===== src/rtl/bmc_half_bit_sampler.sv =====
// Half-bit timing recovery for the oversampled Biphase Mark optical line.
// Synchronizes the raw line, tracks transitions with a phase counter, and
// strobes one mid-half-bit sample per half-bit once locked.
// Ports:
//   clk, rst      - system clock, asynchronous active-high reset
//   i_line        - raw comparator level (asynchronous to clk)
//   i_enable      - synchronous enable; low forces SEARCH
//   o_bit         - sampled half-bit level, held between strobes
//   valid_out     - one-cycle strobe per half-bit while locked
//   o_locked      - high while in LOCKED
//   o_edge_error  - one-cycle pulse on out-of-window edge or silence timeout
module bmc_half_bit_sampler #(
  parameter int unsigned OVERSAMPLE = 8,
  parameter int unsigned LOCK_EDGES = 4
) (
  input  logic clk,
  input  logic rst,
  input  logic i_line,
  input  logic i_enable,
  output logic o_bit,
  output logic valid_out,
  output logic o_locked,
  output logic o_edge_error
);

  localparam int unsigned PH_W    = $clog2(OVERSAMPLE);
  localparam int unsigned SIL_W   = $clog2(2 * OVERSAMPLE + 3);
  localparam int unsigned GOOD_W  = (LOCK_EDGES > 1) ? $clog2(LOCK_EDGES) : 1;

  localparam logic [PH_W-1:0]   PH_LAST   = PH_W'(OVERSAMPLE - 1);
  localparam logic [PH_W-1:0]   PH_MID    = PH_W'(OVERSAMPLE / 2);
  localparam logic [PH_W-1:0]   PH_ONE    = PH_W'(1);
  localparam logic [SIL_W-1:0]  SIL_TO    = SIL_W'(2 * OVERSAMPLE + 2);
  localparam logic [SIL_W-1:0]  SIL_ONE   = SIL_W'(1);
  localparam logic [GOOD_W-1:0] GOOD_LAST = GOOD_W'(LOCK_EDGES - 1);
  localparam logic [GOOD_W-1:0] GOOD_ONE  = GOOD_W'(1);

  typedef enum logic [1:0] {
    SEARCH  = 2'd0,
    ACQUIRE = 2'd1,
    LOCKED  = 2'd2
  } state_t;

  state_t            st, st_nxt;
  logic              s1, s2, s3;
  logic [PH_W-1:0]   ph, ph_nxt, ph_inc;
  logic [SIL_W-1:0]  sil, sil_nxt, sil_inc;
  logic [GOOD_W-1:0] good, good_nxt;
  logic              line_edge, on_time, timeout;
  logic              err_nxt, smp;

  // Transition detect on the synchronized line (both polarities)
  assign line_edge = s2 ^ s3;
  // +/-1 cycle window around the expected half-bit boundary
  assign on_time   = (ph == PH_LAST) || (ph == '0) || (ph == PH_ONE);
  // An edge in the timeout cycle wins over the timeout
  assign timeout   = (sil == SIL_TO) && !line_edge;
  assign ph_inc    = (ph == PH_LAST) ? '0 : ph + PH_ONE;
  assign sil_inc   = (sil == SIL_TO) ? sil : sil + SIL_ONE;

  // State register, synchronizer and registered outputs
  always_ff @(posedge clk or posedge rst) begin
    if (rst) begin
      st           <= SEARCH;
      s1           <= 1'b0;
      s2           <= 1'b0;
      s3           <= 1'b0;
      ph           <= '0;
      sil          <= '0;
      good         <= '0;
      o_bit        <= 1'b0;
      valid_out    <= 1'b0;
      o_locked     <= 1'b0;
      o_edge_error <= 1'b0;
    end else begin
      st           <= st_nxt;
      s1           <= i_line;
      s2           <= s1;
      s3           <= s2;
      ph           <= ph_nxt;
      sil          <= sil_nxt;
      good         <= good_nxt;
      o_bit        <= smp ? s2 : o_bit;
      valid_out    <= smp;
      o_locked     <= (st_nxt == LOCKED);
      o_edge_error <= err_nxt;
    end
  end

  // Next-state, counter and strobe logic; an edge realigns so the edge
  // cycle itself is phase 0 and silence count 0
  always_comb begin
    st_nxt   = st;
    ph_nxt   = ph_inc;
    sil_nxt  = sil_inc;
    good_nxt = good;
    err_nxt  = 1'b0;
    smp      = 1'b0;
    if (!i_enable) begin
      st_nxt   = SEARCH;
      ph_nxt   = '0;
      sil_nxt  = '0;
      good_nxt = '0;
    end else begin
      case (st)
        SEARCH: begin
          ph_nxt   = '0;
          sil_nxt  = '0;
          good_nxt = '0;
          if (line_edge) begin
            st_nxt  = ACQUIRE;
            ph_nxt  = PH_ONE;
            sil_nxt = SIL_ONE;
          end
        end
        ACQUIRE: begin
          if (line_edge) begin
            ph_nxt  = PH_ONE;
            sil_nxt = SIL_ONE;
            if (on_time) begin
              if (good == GOOD_LAST) begin
                st_nxt   = LOCKED;
                good_nxt = '0;
              end else begin
                good_nxt = good + GOOD_ONE;
              end
            end else begin
              good_nxt = '0;
              err_nxt  = 1'b1;
            end
          end else if (timeout) begin
            st_nxt   = SEARCH;
            ph_nxt   = '0;
            sil_nxt  = '0;
            good_nxt = '0;
            err_nxt  = 1'b1;
          end
        end
        LOCKED: begin
          if (line_edge) begin
            ph_nxt  = PH_ONE;
            sil_nxt = SIL_ONE;
            if (!on_time) begin
              st_nxt   = ACQUIRE;
              good_nxt = '0;
              err_nxt  = 1'b1;
            end
          end else if (timeout) begin
            st_nxt   = SEARCH;
            ph_nxt   = '0;
            sil_nxt  = '0;
            good_nxt = '0;
            err_nxt  = 1'b1;
          end else if (ph == PH_MID) begin
            smp = 1'b1;
          end
        end
        default: begin
          st_nxt   = SEARCH;
          ph_nxt   = '0;
          sil_nxt  = '0;
          good_nxt = '0;
        end
      endcase
    end
  end

endmodule


===== config.mk =====
export PLATFORM = sky130hd
export DESIGN_NAME = bmc_half_bit_sampler
export DESIGN_NICKNAME = d
export VERILOG_FILES = /design/src/rtl/bmc_half_bit_sampler.sv
export SDC_FILE = /design/constraint.sdc
export NUM_CORES = 1
export LEC_CHECK = 0
export CORE_MARGIN = 3
export CORE_UTILIZATION = 50
export CTS_CLUSTER_DIAMETER = 200
export DETAILED_ROUTE_END_ITERATION = 10
export HOLD_SLACK_MARGIN = 0.02
export PLACE_DENSITY_LB_ADDON = 0.12
export RECOVER_POWER = 50
export SLEW_MARGIN = 40
export SYNTH_ARGS = -nofsm -noshare
export SYNTH_HDL_FRONTEND = slang
export SYNTH_SLANG_ARGS = --single-unit

===== constraint.sdc =====
create_clock -name clk -period 2.3 [get_ports clk]
set_input_delay 0.23 -clock clk [delete_from_list [all_inputs] [get_ports clk]]
set_output_delay 0.23 -clock clk [all_outputs]
set_load 0.01 [all_outputs]

==> results of run 1 <==
-- final timing paths --
path,start,end,cells after the start
max in group asynchronous,rst,o_edge_error,2
worst max register to register,ph[0],o_locked,7
worst min register to register,s1,s2,0
min in group asynchronous,rst,ph[0],2
worst max-delay path,ph[0],o_locked,7
worst min-delay path,s1,s2,0
-- state kept, by name (all words and copies together), names as in the netlist --
register      cells
sil               5
s3                1
s1                1
o_locked          1
s2                1
o_edge_error      1
st                2
ph                3
o_bit             1
valid_out         1
good              2
-- worst register-to-register path: stages (launching register included) --
cell and delay, ps:
dfrtp_1 400, inv_1 60, ha_1 200, or3_1 350
and3_1 250, a211o_1 240, a22oi_1 230, nor3_1 70
-- cell type report --
type                            instances  area [sq um]
Clock buffer                            4         26.28
Inverter                                9         33.78
Timing Repair Buffer                    7         70.07
Sequential cell                        19         475.5
Fill cell                             160         680.7
Tap cell                               25         31.28
Multi-Input combinational cell         70         503.0
-- power by group through the flow --
stage / Sequential [mW] / Clock, mW / Combinational (mW)
2_1_floorplan: 0.359 / 0 / 0.0710
3_3_place_gp: 0.360 / 0 / 0.0909
3_5_place_dp: 0.361 / 0 / 0.0931
4_1_cts: 0.354 / 0.170 / 0.0937
5_1_grt: 0.356 / 0.192 / 0.105
6_report: 0.354 / 0.162 / 0.0937
-- layout by cell type, fill, tap and decap left out, drive strengths merged, types with 2 or more instances in the layout --
cell type,synthesis,routed
inv,9,9
dfrtp,19,19
dlygate4sd3,0,2
xnor2,2,2
o21ai,4,4
nand4,2,2
nand3,2,2
a22oi,2,2
a31oi,2,2
nand2b,3,3
clkdlybuf4s50,0,5
nand2,4,4
clkbuf,1,4
or3,2,2
ha,11,11
xor2,3,3
nor3,2,2
nor2,14,14
a21oi,6,6
-- logic make-up after synthesis --
| family | synth area share, % |
|---|---|
| mux | 1.100 |
| compound gates | 11.12 |
| fa+ha+maj | 13.45 |
| simple gates | 18.46 |
| buf+inv | 4.401 |
| xor+xnor | 5.013 |
| flops | 46.46 |
-- routing by layer --
metal | GRT usage (%) | share of wire [%] | up-vias
li1 | - | - | 361
met3 | 1.749 | 5.3 | 4
met1 | 21.97 | 43 | 364
met4 | 12.23 | 2.5 | 0
met2 | 27.47 | 49 | 24
met5 | 0 | 0 | -
-- stage by stage --
stage | hold slack, ps | utilization (%) | setup slack [ps]
3_5_place_dp | 337.3 | 61.17 | 417.6
6_report | 357.3 | 62.61 | 397.0
5_1_grt | 368.8 | 62.61 | 271.4
3_3_place_gp | 335.3 | 61.17 | 455.6
4_1_cts | 344.7 | 62.61 | 404.7
2_1_floorplan | 181.1 | - | 469.3
==> flow_metrics.py, run 1 <==
metrics = {
    "timing": {
        "rsz0062_at_grt": "false",
        "hold_viol": 0,
        "fin_crit_ps": 1903,
        "period_share_pct": 82.74,
        "clock_skew_ps": 3.653,
        "slew_violations": 0,
        "worst_pin_slew_ps": 697.1,
        "setup_viol": 0,
        "relSlewSlack_pct": 53.48,
        "tns_ps": 0,
        "clock.fmax_mhz": 525.5,
    },
    "synthesis": {
        "synthCells": 100,
        "synth.largest_area_cell": "dfrtp_1",
        "synth.top_cell.area_share_pct": 46.45,
        "synthTopCellsByCount": "dfrtp_1 (19), nor2_1 (14), ha_1 (11), inv_1 (9), a21oi_1 (6)",
        "netlist_area_sq_um": 1023,
        "yosys_warnings": 0,
        "syn_nets": 115,
        "synthTopCellsByArea": "dfrtp_1 (46%), ha_1 (13%), nor2_1 (5.1%), inv_1 (3.3%), a21oi_1 (2.9%)",
        "ys.flop_type": "dfrtp_1",
        "async_flop_share_pct": 100.0,
        "avgSynthCellArea_sq_um": 10.23,
        "ys_seq_area_share_pct": 46.45,
        "synth.most_common_cell": "dfrtp_1",
        "synth_edf_count": 0,
        "synth-seq-cells": 19,
        "synth_cell_type_count": 30,
    },
    "finish": {
        "final_area_sq_um": 1140,
        "final_cells": 134,
        "num-nets-final": 125,
        "antenna_cells": 0,
        "syn_to_final_growth_pct": 11.37,
        "drive_above_1_share_pct": 5.505,
    },
    "placed_design": {
        "dp_cells": 130,
        "dp.final_hpwl_um": 1372,
        "place_congestion": 0.9408,
        "dpl_cell_area_sq_um": 1114,
        "io_buffers": 7,
    },
    "setup_path": {
        "crit_path_cell_trace": "inv_1 > ha_1 > or3_1 > and3_1 > a211o_1 > a22oi_1 > nor3_1",
        "crit_family": "simple AND/OR/NAND/NOR gates",
        "worstSetupPathType": "reg2reg",
        "cp.arrival_ps": 2090,
        "cp-start-kind": "flip-flop",
        "cp_max_fo": 6,
        "r2r_setup_slack_ps": 400,
        "end_kind": "flip-flop",
        "cpPeakStageDelay_ps": 400,
        "required_ps": 2480,
        "crit_path_top_delay_cell": "dfrtp_1",
        "crit_buf_inv": 1,
    },
    "global_routing": {
        "grt_pass1_wl_um": 3318,
        "grt-ovfl-total": 0,
        "grt_max_degree": 20,
        "grt_use_total_pct": 17.32,
        "grt_pass1_vias": 729,
        "antenna_found_initial": 0,
    },
    "power_and_ir_drop": {
        "p_per_area_nw_per_um2": 534.7,
        "internal_power_uw": 446.4,
        "total_leakage_power_nw": 0.5061,
        "combPwrFrac_pct": 15.4,
        "switchingPower_uw": 163.1,
        "power_uw": 609.5,
        "pwr-share-seq_pct": 58.1,
        "ir_drop_uv": 460.4,
        "netSwitchingFraction_pct": 26.76,
        "p_clk_share_pct": 26.5,
    },
    "routing": {
        "first_pass_iters": 4,
        "vias_per_cell": 5.619,
        "drc": 0,
        "wl_per_cell_um": 13.83,
        "ant_nets": 0,
        "initialDrtViolationCount": 26,
        "num_vias": 753,
        "wl_um": 1853,
    },
    "clock_network": {
        "post_cts_buffers": 0,
        "htreeDepth": 1,
        "post_cts_resized": 0,
        "path_clk_slew_ps": 100,
        "cts_inserted_buffers": 3,
        "clock_path_buffers": 2,
        "cts.sinks": 19,
        "cts_hold_buf": 0,
        "tritoncts": "yes",
        "clock_latency_ps": 290,
        "root_buffer": "clkbuf_4",
    },
    "run": {
        "cap_violations": 0,
    },
    "floorplan": {
        "fp.dieW_um": 51.25,
        "fp-row-count": 15,
        "ios": 8,
        "initial_core_util_pct": 56.22,
        "coreArea_sq_um": 1821,
        "die_h_um": 51.25,
        "die_area_sq_um": 2626,
    },
    "run_status": {
        "status": "completed",
    },
    "hold_path": {
        "holdCritPathClass": "reg2reg",
    },
}
(Power assumes the default switching activity.)
==> run 2, diff against run 1 <==
clock period = 1.53 ns   (was 2.3 ns; I/O delays follow)
==> run 2 against run 1 <==
The flow now finishes with violations (setup timing). Design area is 25% higher. Hold slack gained 11 ps. Non-clock buffer count increased by 24. Total power rose by 70%. Combinational power grew to 2.7 times the previous value. Setup slack worse by 620 ps. Sequential share of layout area down 8.5 points. Critical path type unchanged. Largest cell class unchanged.
==> flow_metrics.py, run 2 (synthesis gave the netlist of run 1 again) <==
metrics = {
    "timing": {
        "rsz0062_at_grt": "true",
        "fin_ws_ps": -218.4,
        "relSlewSlack_pct": 31.88,
        "hold_viol": 0,
        "period_share_pct": 114.3,
        "fin_crit_ps": 1748,
        "setup_viol": 13,
        "hold_slack_ps": 367.8,
        "clock_skew_ps": 0.6531,
        "clock.fmax_mhz": 571.9,
        "slew_violations": 0,
        "worst_pin_slew_ps": 1022,
    },
    "setup_path": {
        "r2r_start": "ph[1]",
        "crit_path_top_delay_cell": "dfrtp_1",
        "end_kind": "flip-flop",
        "crit_family": "simple AND/OR/NAND/NOR gates",
        "crit_cells": 7,
        "crit_path_cell_trace": "inv_2 > ha_2 > or3_4 > and3_4 > a211o_1 > a22oi_2 > nor3_1",
        "cp-start-kind": "flip-flop",
        "worstRegToRegCells": 7,
        "startpoint": "ph[1]",
        "r2r-end": "o_locked",
        "cpPeakStageDelay_ps": 370,
        "worstSetupPathType": "reg2reg",
        "endpoint": "o_locked",
        "cp_max_fo": 5,
        "cp.arrival_ps": 1930,
        "required_ps": 1710,
        "r2r_setup_slack_ps": -220,
        "crit_buf_inv": 1,
    },
    "floorplan": {
        "die_h_um": 51.25,
        "die_area_sq_um": 2626,
        "ios": 8,
        "fp.dieW_um": 51.25,
        "initial_core_util_pct": 56.22,
        "fp-row-count": 15,
        "coreArea_sq_um": 1821,
    },
    "routing": {
        "vias_per_cell": 5.494,
        "wl_per_cell_um": 14.94,
        "first_pass_iters": 4,
        "ant_nets": 0,
        "initialDrtViolationCount": 28,
        "wl_um": 2360,
        "num_vias": 868,
        "drc": 0,
    },
    "finish": {
        "antenna_cells": 0,
        "largest_reg_flops": 5,
        "top_regs": "sil (5), ph (3)",
        "drive_above_1_share_pct": 36.09,
        "final_common_cell": "buf_4",
        "num-nets-final": 149,
        "syn_to_final_growth_pct": 39.73,
        "final_cells": 158,
        "largest_register": "sil",
        "layout_common_cells": "buf_4 (22), dfrtp_1 (19), nor2_1 (13)",
    },
    "global_routing": {
        "grt-ovfl-total": 0,
        "grt_max_degree": 20,
        "grt_pass1_vias": 912,
        "grt_use_total_pct": 21.46,
        "antenna_found_initial": 0,
        "grt_pass1_wl_um": 4084,
    },
    "clock_network": {
        "tritoncts": "yes",
        "cts.sinks": 19,
        "cts_inserted_buffers": 3,
        "path_clk_slew_ps": 100,
        "root_buffer": "clkbuf_4",
        "cts_hold_buf": 0,
        "clock_path_buffers": 2,
        "htreeDepth": 1,
        "clock_latency_ps": 290,
    },
    "run_status": {
        "violations": "setup timing",
        "status": "finished, violations left",
    },
    "hold_path": {
        "holdCritPathClass": "reg2reg",
        "hold-path-cell-count": 0,
    },
    "placed_design": {
        "dp_cells": 150,
        "dp.final_hpwl_um": 1722,
        "dp_slack_ps": -285.9,
        "place_congestion": 0.9116,
        "io_buffers": 7,
    },
    "power_and_ir_drop": {
        "total_leakage_power_nw": 0.6367,
        "power_mw": 1.034,
        "ir_drop_uv": 748.4,
        "p_per_area_nw_per_um2": 723.0,
    },
    "run": {
        "cap_violations": 0,
    },
}
## run 2: changes by cell type in the layout (fill, tap and decap cells not counted), sizes merged
cell,previous run,this run
buf,0,23
clkbuf,4,5
## run 2: metrics by stage
stage	utilization, %	area, sq um	setup TNS [ps]
finish	78.56	1430	-1470
global route	78.56	1430	-2779
CTS	76.15	1386	-1386
detailed placement	71.48	1301	-1886
global placement	71.48	1301	-1210
floorplan	-	1066	-829.7
## run 2: worst min-delay path by stage
stage,startpoint,to,slack [ps]
floorplan,rst,good[0],100
global placement,s1,s2,340
detailed placement,s1,s2,350
CTS,rst,ph[0],170
global route,s1,s2,390
finish,s1,s2,370
## run 2: per-layer routing
metal  vias to the layer above  share of wire (%)  GRT usage, %  routed length (um)
met4                         0                1.6         10.92                  37
met2                        29                 53         39.06                1251
met5                         -                  0             0                   0
met3                         6                4.0         2.624                  95
li1                        412                  -             -                   -
met1                       421                 41         24.44                 975
## run 2: area by class of cell
class | count | area (sq um)
multi-input cells | 70 | 613.1
flip-flops and latches | 19 | 475.5
fillers | 117 | 390.4
repair buffers | 31 | 250.2
inverters | 9 | 33.78
well taps | 25 | 31.28
clock buffers | 4 | 26.28
## run 2: worst reg2reg max path: cells and delay by family, from the launching register on
family,cells,cell delay (ps)
flip-flops,1,370
AO/OA/AOI/OAI,2,410
buffers and inverters,1,60
adder cells (fa/ha/maj),1,170
AND/OR/NAND/NOR,3,620
## run 2: power breakdown
group	leakage, nW	switching [mW]	internal (mW)
Clock	0.0150	0.146	0.101
Sequential	0.255	0.0137	0.517
Combinational	0.367	0.129	0.127
## run 2: what timing repair did
| action | CTS | global route |
|---|---|---|
| gates resized for setup | 11 | 7 |
| pin swaps | 4 | 1 |
| buffers inserted | 3 | 1 |
| endpoints found under the setup margin | 13 | 15 |
| gates cloned | 0 | 0 |
==> run 3, diff against run 2 <==
REMOVE_ABC_BUFFERS = 1   (was not set)
SETUP_SLACK_MARGIN = 0.1   (was not set)
==> run 3 against run 2 <==
The flow still finishes with violations (setup timing). Clock skew rose by 2.6 ps. Design area rose by 2.1%. Register-to-register slack got worse by 20 ps. Die area did not move. First-iteration DRC count fell by 32%. Highest routed layer unchanged.
==> flow_metrics.py, run 3 (synthesis gave the netlist of run 1 again) <==
metrics = {
    "run_status": {
        "status": "finished, violations left",
        "violations": "setup timing",
    },
    "setup_path": {
        "worstSetupPathType": "reg2reg",
        "r2r_setup_slack_ps": -240,
        "end_kind": "flip-flop",
        "cp-start-kind": "flip-flop",
        "cp_max_fo": 5,
        "r2r-end": "o_locked",
        "r2r_start": "ph[0]",
        "required_ps": 1700,
        "worstRegToRegCells": 7,
        "cp.arrival_ps": 1940,
    },
    "timing": {
        "period_share_pct": 115.4,
        "clock_skew_ps": 3.272,
        "worst_pin_slew_ps": 1037,
        "clock.fmax_mhz": 566.4,
        "fin_crit_ps": 1765,
        "slew_violations": 0,
        "hold_viol": 0,
        "relSlewSlack_pct": 30.88,
        "tns_ps": -1082,
        "rsz0062_at_grt": "true",
        "setup_viol": 11,
        "fin_ws_ps": -235.4,
    },
    "floorplan": {
        "coreArea_sq_um": 1821,
        "initial_core_util_pct": 56.22,
        "die_h_um": 51.25,
        "ios": 8,
        "die_area_sq_um": 2626,
        "fp.dieW_um": 51.25,
        "fp-row-count": 15,
    },
    "hold_path": {
        "hold_start": "s1",
        "holdPathEnd": "s2",
        "holdCritPathClass": "reg2reg",
        "hold-path-cell-count": 0,
    },
    "clock_network": {
        "root_buffer": "clkbuf_4",
        "clock_latency_ps": 280,
        "clock_path_buffers": 2,
        "path_clk_slew_ps": 100,
        "tritoncts": "yes",
        "htreeDepth": 1,
        "cts_inserted_buffers": 3,
        "cts.sinks": 19,
    },
    "routing": {
        "wl_per_cell_um": 14.39,
        "ant_nets": 0,
        "wl_um": 2302,
        "num_vias": 879,
        "initialDrtViolationCount": 19,
        "drc": 0,
        "first_pass_iters": 4,
        "vias_per_cell": 5.494,
    },
    "finish": {
        "largest_reg_flops": 5,
        "final_common_cell": "buf_4",
        "fillers": 112,
        "drive_above_1_share_pct": 40.74,
        "final_area_sq_um": 1460,
        "top_regs": "sil (5), ph (3)",
        "final_util_pct": 80.21,
        "syn_to_final_growth_pct": 42.66,
        "layout_common_cells": "buf_4 (23), dfrtp_1 (19), nor2_1 (9)",
        "largest_register": "sil",
        "num-nets-final": 151,
        "antenna_cells": 0,
    },
    "power_and_ir_drop": {
        "p_per_area_nw_per_um2": 695.9,
        "ir_drop_uv": 780.1,
        "total_leakage_power_nw": 0.6497,
        "power_mw": 1.016,
    },
    "run": {
        "cap_violations": 0,
    },
    "global_routing": {
        "grt_use_total_pct": 20.16,
        "grt_pass1_wl_um": 3919,
        "antenna_found_initial": 0,
        "grt_pass1_vias": 871,
        "grt_max_degree": 20,
        "grt-ovfl-total": 0,
    },
    "placed_design": {
        "io_buffers": 7,
        "dp.final_hpwl_um": 1538,
        "place_congestion": 0.8743,
        "dp_slack_ps": -310.5,
        "dpl_cell_area_sq_um": 1271,
    },
}
-- run 3: cell count changes in the layout (fill, tap and decap cells not counted), sizes merged --
cell,change
buf,+2
-- run 3: timing repair --
| action | 4_1_cts | 5_1_grt |
|---|---|---|
| endpoints found under the hold margin | 0 | 0 |
| hold buffers | 0 | 0 |
| setup buffers | 3 | 3 |
| pin swaps | 10 | 3 |
| endpoints found under the setup margin | 15 | 15 |
| gates resized for setup | 22 | 12 |
-- run 3: through the flow --
step | hold WS (ps) | cells
global placement | 335.3 | 151
detailed placement | 340.3 | 151
global route | 378.9 | 160
floorplan | 104.1 | 98
CTS | 178.1 | 157
finish | 362.0 | 160
-- run 3: worst max path at each step --
stage          startpoint  endpoint  slack, ps
2_1_floorplan       ph[0]  o_locked       -220
3_3_place_gp        ph[0]  o_locked       -240
3_5_place_dp        ph[0]  o_locked       -310
4_1_cts             ph[0]  o_locked       -230
5_1_grt             ph[1]  o_locked       -290
6_report            ph[0]  o_locked       -240
-- run 3: power by group --
| part | leakage (nW) | switching (mW) | internal [mW] | total [mW] |
|---|---|---|---|---|
| Clock | 0.0150 | 0.140 | 0.101 | 0.241 |
| Combinational | 0.380 | 0.125 | 0.120 | 0.245 |
| Sequential | 0.255 | 0.0134 | 0.517 | 0.530 |
| Total | 0.650 | 0.278 | 0.738 | 1.02 |
-- run 3: cell type report --
| type | instances | area, sq um | area share [%] |
|---|---|---|---|
| tap | 25 | 31.28 | 2.142 |
| multi-input combinational | 70 | 624.3 | 42.76 |
| timing repair buffer | 33 | 269.0 | 18.42 |
| clock buffer | 4 | 26.28 | 1.799 |
| inverter | 9 | 33.78 | 2.314 |
| sequential | 19 | 475.5 | 32.56 |
-- run 3: routing by layer --
layer / track usage (%) / vias to the layer above / wire length (um)
met3: 1.749 / 6 / 79
met2: 38.63 / 22 / 1177
met4: 6.550 / 0 / 50
li1: - / 413 / -
met5: 0 / - / 0
met1: 23.28 / 438 / 994
-- run 3: critical path: stages, from the launching register on --
cell     delay, ps
dfrtp_1        390
inv_1           50
ha_2           190
or3_4          330
and3_4         200
a211o_1        240
a22oi_2        190
nor3_1          70
